File: src/rtl/hazard_pkg.sv
// -----------------------------------------------------------------------------
// hazard_pkg
// Shared defaults and helpers for the register hazard scoreboard.
//   NREG_DEF  - number of architectural registers
//   LW_DEF    - width of a per-register latency countdown
//   SCW_DEF   - width of the data-hazard stall statistics counter
//   ZERO_REG  - index of the hardwired-zero register
//   flow_ctl  - maps (change_flow, data hazard) onto the pipeline controls
// -----------------------------------------------------------------------------
package hazard_pkg;

  localparam int NREG_DEF = 32;
  localparam int LW_DEF   = 3;
  localparam int SCW_DEF  = 16;
  localparam int ZERO_REG = 0;

  typedef struct packed {
    logic flush_id;
    logic flush_ex;
    logic stall_pc_id;
  } flow_ctl_t;

  // A resolved jump/mispredict squashes both IF_ID and ID_EX, so a data stall
  // in the same cycle is irrelevant: the stalled instruction is discarded.
  function automatic flow_ctl_t flow_ctl(input logic change_flow, input logic dhaz);
    flow_ctl_t c;
    c.flush_id    = change_flow;
    c.flush_ex    = change_flow | dhaz;
    c.stall_pc_id = ~change_flow & dhaz;
    return c;
  endfunction

endpackage

File: src/rtl/hazard_scoreboard_if.sv
// -----------------------------------------------------------------------------
// hazard_scoreboard_if
// ID-stage <-> scoreboard signal bundle.
//   master : ID stage (drives source/issue info, receives flush/stall)
//   slave  : scoreboard (receives source/issue info, drives flush/stall)
// -----------------------------------------------------------------------------
interface hazard_scoreboard_if #(
  parameter int RW = 5,
  parameter int LW = 3
) ();

  logic          change_flow;
  logic [RW-1:0] id_rs;
  logic [RW-1:0] id_rt;
  logic          rs_read;
  logic          rt_read;
  logic          issue_valid;
  logic          issue_wen;
  logic [RW-1:0] issue_dst;
  logic [LW-1:0] issue_lat;
  logic          flush_ID;
  logic          flush_EX;
  logic          stall_PC_ID;

  modport master (
    output change_flow, id_rs, id_rt, rs_read, rt_read,
           issue_valid, issue_wen, issue_dst, issue_lat,
    input  flush_ID, flush_EX, stall_PC_ID
  );

  modport slave (
    input  change_flow, id_rs, id_rt, rs_read, rt_read,
           issue_valid, issue_wen, issue_dst, issue_lat,
    output flush_ID, flush_EX, stall_PC_ID
  );

endinterface

File: src/rtl/hazard_sb_entry.sv
// -----------------------------------------------------------------------------
// hazard_sb_entry
// One register's result-outstanding countdown.
//   clk, rst  - clock, asynchronous active-high reset
//   load      - committed write to this register with non-zero latency
//   load_val  - latency to load
//   cnt       - current countdown (0 = result readable)
//   pending   - cnt != 0
// -----------------------------------------------------------------------------
module hazard_sb_entry #(
  parameter int LW = 3
) (
  input  logic          clk,
  input  logic          rst,
  input  logic          load,
  input  logic [LW-1:0] load_val,
  output logic [LW-1:0] cnt,
  output logic          pending
);

  // NOTE: every scoreboard entry is reset, unlike a data RAM: a stale count
  // after reset would stall the pipeline on a write that no longer exists.
  always_ff @(posedge clk or posedge rst) begin
    if (rst) begin
      // NOTE: non-blocking assignment for all flop updates, so every entry
      // samples the same pre-edge values regardless of evaluation order.
      cnt <= '0;
    end else if (load) begin
      cnt <= load_val;
    end else if (cnt != '0) begin
      cnt <= cnt - 1'b1;
    end
  end

  assign pending = (cnt != '0);

endmodule

File: src/rtl/hazard_scoreboard.sv
// -----------------------------------------------------------------------------
// hazard_scoreboard
// Tracks outstanding register writes and raises RAW/WAW data-hazard stalls;
// merges them with jump/mispredict flushes.
//   clk, rst      - clock, asynchronous active-high reset
//   sb (slave)    - ID-stage sources, issue info, flush/stall outputs
//   stat_clr      - synchronous clear of stall_cycles
//   pending       - per-register result-outstanding flags (registered)
//   stall_cycles  - saturating count of data-hazard stall cycles
// -----------------------------------------------------------------------------
module hazard_scoreboard
  import hazard_pkg::*;
#(
  parameter int NREG = NREG_DEF,
  parameter int RW   = $clog2(NREG),
  parameter int LW   = LW_DEF,
  parameter int SCW  = SCW_DEF
) (
  input  logic                clk,
  input  logic                rst,
  hazard_scoreboard_if.slave  sb,
  input  logic                stat_clr,
  output logic [NREG-1:0]     pending,
  output logic [SCW-1:0]      stall_cycles
);

  logic [LW-1:0] cnt [NREG];
  logic          raw;
  logic          waw;
  logic          dhaz;
  logic          commit;
  flow_ctl_t     ctl;

  assign cnt[ZERO_REG]     = '0;
  assign pending[ZERO_REG] = 1'b0;

  for (genvar r = 1; r < NREG; r++) begin : g_entry
    hazard_sb_entry #(.LW(LW)) u_entry (
      .clk      (clk),
      .rst      (rst),
      .load     (commit && sb.issue_wen && (sb.issue_dst == RW'(r)) &&
                 (sb.issue_lat != '0)),
      .load_val (sb.issue_lat),
      .cnt      (cnt[r]),
      .pending  (pending[r])
    );
  end

  always_comb begin
    // NOTE: defaults first so no path through this block leaves a variable
    // unassigned, which would otherwise infer a latch.
    raw  = 1'b0;
    waw  = 1'b0;
    raw  = (sb.rs_read & pending[sb.id_rs]) | (sb.rt_read & pending[sb.id_rt]);
    // A later write may only issue if it cannot complete before the older
    // one; otherwise the older write would land last and clobber it.
    waw  = sb.issue_wen && (sb.issue_dst != RW'(ZERO_REG)) &&
           pending[sb.issue_dst] && (sb.issue_lat < cnt[sb.issue_dst]);
    dhaz = sb.issue_valid & (raw | waw);
  end

  // Reset holds every entry at zero, so no commit can take effect during rst.
  assign commit = sb.issue_valid & ~sb.change_flow & ~dhaz;

  assign ctl            = flow_ctl(sb.change_flow, dhaz);
  assign sb.flush_ID    = ctl.flush_id;
  assign sb.flush_EX    = ctl.flush_ex;
  assign sb.stall_PC_ID = ctl.stall_pc_id;

  always_ff @(posedge clk or posedge rst) begin
    if (rst) begin
      stall_cycles <= '0;
    end else if (stat_clr) begin
      stall_cycles <= '0;
    end else if (dhaz && !sb.change_flow && (stall_cycles != '1)) begin
      stall_cycles <= stall_cycles + 1'b1;
    end
  end

endmodule

File: src/flat_wrapper.sv
// flat-port wrapper written by rule: the top's interface ports become plain ports
module hazard_scoreboard_flat import hazard_pkg::*;
#(
  parameter int NREG = NREG_DEF,
  parameter int RW   = $clog2(NREG),
  parameter int LW   = LW_DEF,
  parameter int SCW  = SCW_DEF
)
  (clk, rst, stat_clr, pending, stall_cycles, sb_change_flow, sb_id_rs, sb_id_rt, sb_rs_read, sb_rt_read, sb_issue_valid, sb_issue_wen, sb_issue_dst, sb_issue_lat, sb_flush_ID, sb_flush_EX, sb_stall_PC_ID);
  hazard_scoreboard_if #(.RW(RW), .LW(LW)) sb_i ();
  input  logic clk;
  input  logic rst;
  input  logic stat_clr;
  output logic [NREG-1:0] pending;
  output logic [SCW-1:0] stall_cycles;
  input wire logic [$bits(sb_i.change_flow)-1:0] sb_change_flow;
  input wire logic [$bits(sb_i.id_rs)-1:0] sb_id_rs;
  input wire logic [$bits(sb_i.id_rt)-1:0] sb_id_rt;
  input wire logic [$bits(sb_i.rs_read)-1:0] sb_rs_read;
  input wire logic [$bits(sb_i.rt_read)-1:0] sb_rt_read;
  input wire logic [$bits(sb_i.issue_valid)-1:0] sb_issue_valid;
  input wire logic [$bits(sb_i.issue_wen)-1:0] sb_issue_wen;
  input wire logic [$bits(sb_i.issue_dst)-1:0] sb_issue_dst;
  input wire logic [$bits(sb_i.issue_lat)-1:0] sb_issue_lat;
  output wire logic [$bits(sb_i.flush_ID)-1:0] sb_flush_ID;
  output wire logic [$bits(sb_i.flush_EX)-1:0] sb_flush_EX;
  output wire logic [$bits(sb_i.stall_PC_ID)-1:0] sb_stall_PC_ID;
  assign sb_i.change_flow = sb_change_flow;
  assign sb_i.id_rs = sb_id_rs;
  assign sb_i.id_rt = sb_id_rt;
  assign sb_i.rs_read = sb_rs_read;
  assign sb_i.rt_read = sb_rt_read;
  assign sb_i.issue_valid = sb_issue_valid;
  assign sb_i.issue_wen = sb_issue_wen;
  assign sb_i.issue_dst = sb_issue_dst;
  assign sb_i.issue_lat = sb_issue_lat;
  assign sb_flush_ID = sb_i.flush_ID;
  assign sb_flush_EX = sb_i.flush_EX;
  assign sb_stall_PC_ID = sb_i.stall_PC_ID;
  hazard_scoreboard #(.NREG(NREG), .RW(RW), .LW(LW), .SCW(SCW)) u_core (.clk(clk), .rst(rst), .sb(sb_i), .stat_clr(stat_clr), .pending(pending), .stall_cycles(stall_cycles));
endmodule
File: config.mk
export PLATFORM = sky130hd
export DESIGN_NAME = hazard_scoreboard_flat
export DESIGN_NICKNAME = d
export VERILOG_FILES = /design/src/rtl/hazard_pkg.sv /design/src/rtl/hazard_scoreboard_if.sv /design/src/rtl/hazard_sb_entry.sv /design/src/rtl/hazard_scoreboard.sv /design/src/flat_wrapper.sv
export SDC_FILE = /design/constraint.sdc
export NUM_CORES = 1
export LEC_CHECK = 0
export ABC_AREA = 1
export CELL_PAD_IN_SITES_DETAIL_PLACEMENT = 0
export CELL_PAD_IN_SITES_GLOBAL_PLACEMENT = 1
export CORE_MARGIN = 5
export CORE_UTILIZATION = 40
export DETAILED_ROUTE_END_ITERATION = 12
export PLACE_DENSITY = 0.83
export SYNTH_ARGS = -nofsm -noshare
export SYNTH_HDL_FRONTEND = slang
export SYNTH_SLANG_ARGS = --single-unit
File: constraint.sdc
create_clock -name clk -period 10.1 [get_ports clk]
set_input_delay 1.515 -clock clk [delete_from_list [all_inputs] [get_ports clk]]
set_output_delay 1.515 -clock clk [all_outputs]
set_load 0.02 [all_outputs]
==> impl_results.md <==
* DRC errors left at 0
* Placed cell count at 1,790
* CP cell instances: clkdlybuf4s50_1 > inv_2 > nand2_2 > o22ai_1 > a221oi_1 > nor2_1 > o32ai_1 > ha_1 > a211o_1 > nor2_1 > nand2_1 > nand2_1 > nand2_1 > nor2_4 > clkdlybuf4s50_1
* Fmax at 140 MHz
* Pre-CTS setup slack at 3.01 ns
* Total Routing Usage GR at 23.1%
* Most frequent cells in the layout: 454 x nand2_1, 231 x inv_1, 150 x nand3_1, 116 x nor2_1, 109 x dfrtp_1
* CP max-delay cell: clkdlybuf4s50_1
* CP endpoint kind: primary output
* Chip width at 164 um
* CTS tree: yes
* Die area at 26,900 um2
* Worst path max stage delay at 0.89 ns
* Area of the multi-input gates at 5390 um2
* Sequential cell area at 2730 um2
* RSZ-0062 raised after global routing: no
* WP data arrival at 5.61 ns
* CP startpoint kind: input port
* Worst-path clk slew at 0.08 ns
* CTS Hold Bufs at 0
* Power density over the cells at 273 nW/um2
* Core Region at 23,400 um2
* Most common cell after layout, fill and taps aside: nand2_1
* Primary FF master, synth: dfrtp_1
* Vias per cell at 5.11
* Final core utilization at 45.0%
* CP max FO at 25
* CP most frequent cell: nand2_1
* Share of layout cells above drive strength 1 at 2.49%
* GRT Residual Overflow at 0
* CTS Buffer Depth at 2
* Clock network latency to the later pin of the worst-skew pair at 0.38 ns
* Final Hold Fails at 0
* Post-synthesis sequential area ratio at 28.8%
* # setup viols final at 0
* Cts bufs inserted at 9
* Worst VDD drop at 0.0914 mV
* Setup Fix Bufs, Post-CTS at 0
* Final GP Congestion at 0.969
* Synth Warn # at 0
* Crit path required time at 8.59 ns
* Ys async rst share at 100%
* Hold WS at 0.572 ns
* Status: complete, no violations
* IO Port Bufs at 75
* EDFF count, synth at 0
* Max-cap violations at 0
* Worst Slack Setup Final at 2.97 ns
* First-pass GRT wire length at 48,300 um
* # IOs at 77
* FILL cells at 2,493
* Routed wire per std cell at 17.0 um
* # resized after CTS at 0
* Syn_area_per_cell at 6.44 um2
* Vias in the first global route at 8,553
* Post-route cell area at 10,500 um2
* Clk sinks at 109
* NumNets Final at 1,573
* Slew at the pin closest to its max-slew limit at 0.940 ns
* Synth Net Count at 1,563
* First drt pass iteration count at 5
* Area Growth Syn to Fin at 11.1%
* Yosys reg bits at 109
* TNS Setup at 0 ns
* Placement Cell Area at 10,200 um2
* CP Class: input port to primary output
* Final period util at 70.6%
* Worst Clk Skew at 0.0161 ns
* Largest net degree at the start of global routing at 64
* Cells after synthesis at 1,472
* Initial Util at 40.5%
* Die Y at 164 um
* 1st-iter DRT viols at 692
* Initial antenna violation count at 0
* Total power at 2.88 mW
* Lkg Pwr at 5.71 nW
* Normalized max-slew margin at 37.1%
* Max Slew Vio Count at 0
* Remaining antenna violation count at 0
* Unique masters post-synth at 34
* Fin cells at 1,806
* Rows at 56
* Final HPWL DP at 22,700 um
* Final wirelength at 30,700 um
* CTS H-tree lvls at 3
* Post-synthesis cell area at 9480 um2
* Number of vias in the routed layout at 9,226
* Hold Path Class: flop to flop
* Ant. Diodes at 0
* Root Buffer: clkbuf_16
* Minimum clock period at 7.13 ns
state kept, by name, indices dropped and copies added (netlist names):
register                    count
u_core.stall_cycles            16
u_core.g_entry.u_entry.cnt     93
critical path, delay by kind of cell:
kind / cells / cell delay (ns)
AOI/OAI and AO/OA: 4 / 1.00
adders and majority gates: 1 / 0.30
buffers and inverters: 3 / 1.67
and+or+nand+nor: 7 / 1.10
cell families after synthesis:
| family | Yosys count | synth area share (%) |
|---|---|---|
| AOI/OAI and AO/OA | 147 | 8.73 |
| and+or+nand+nor | 773 | 34.0 |
| xor gates and xnor gates | 59 | 5.45 |
| other | 1 | 0.0395 |
| DFF | 109 | 28.8 |
| buffers and inverters | 318 | 14.4 |
| adders and majority gates | 65 | 8.58 |
area by class of cell:
class | count | share of cell area (%)
inverters | 234 | 8.36
clock buffers | 9 | 2.14
clock inverters | 7 | 0.985
flip-flops and latches | 109 | 25.9
multi-input cells | 1045 | 51.2
repair buffers | 83 | 7.69
well taps | 319 | 3.79
cell usage after synthesis, types with 2 or more instances:
cell	n	area share (%)
nand2_1	454	18
clkbuf_1	22	0.87
xor2_1	56	5.2
o22ai_1	20	1.3
xnor2_1	3	0.28
nand3b_1	3	0.24
nor3b_1	2	0.16
nor4_1	3	0.20
o21ai_0	80	4.2
inv_1	232	9.2
nand3_1	150	7.9
nand2_2	4	0.26
nand4_1	29	1.9
a21o_1	4	0.32
nor3_1	6	0.32
buf_4	39	3.1
o21ai_1	10	0.53
o221ai_1	2	0.18
dfrtp_1	109	29
buf_2	21	1.1
a221oi_1	7	0.65
a22oi_1	2	0.16
ha_1	65	8.6
a21oi_1	17	0.90
inv_2	2	0.079
nor2_1	116	4.6
nor2_2	5	0.33
o2111ai_1	3	0.28
metal layers:
layer | routed length, um | up-vias | GRT usage [%] | share of wire, %
met5 | 0 | - | 0 | 0
met4 | 568 | 0 | 6.44 | 1.8
met3 | 1850 | 34 | 2.51 | 6.0
met2 | 14400 | 255 | 39.0 | 47
met1 | 13900 | 4322 | 31.6 | 45
li1 | - | 4615 | - | -
power by group:
group	switching (mW)	internal, mW
Sequential	0.146	0.646
Combinational	1.06	0.625
Clock	0.199	0.201
Total	1.41	1.47
final timing paths:
check	from	endpoint	slack, ns	cells past startpoint
max reg2reg	u_core.g_entry[13].u_entry.cnt[0]	u_core.g_entry[31].u_entry.cnt[1]	6.38	18
min reg2reg	u_core.g_entry[10].u_entry.cnt[2]	u_core.g_entry[10].u_entry.cnt[2]	0.57	3
min in group asynchronous	rst	u_core.g_entry[3].u_entry.cnt[1]	1.57	2
max in group asynchronous	rst	u_core.g_entry[11].u_entry.cnt[1]	7.19	3
max	sb_issue_dst[0]	sb_stall_PC_ID	2.97	15
min	u_core.g_entry[10].u_entry.cnt[2]	u_core.g_entry[10].u_entry.cnt[2]	0.57	3
(Power assumes the default switching activity.)
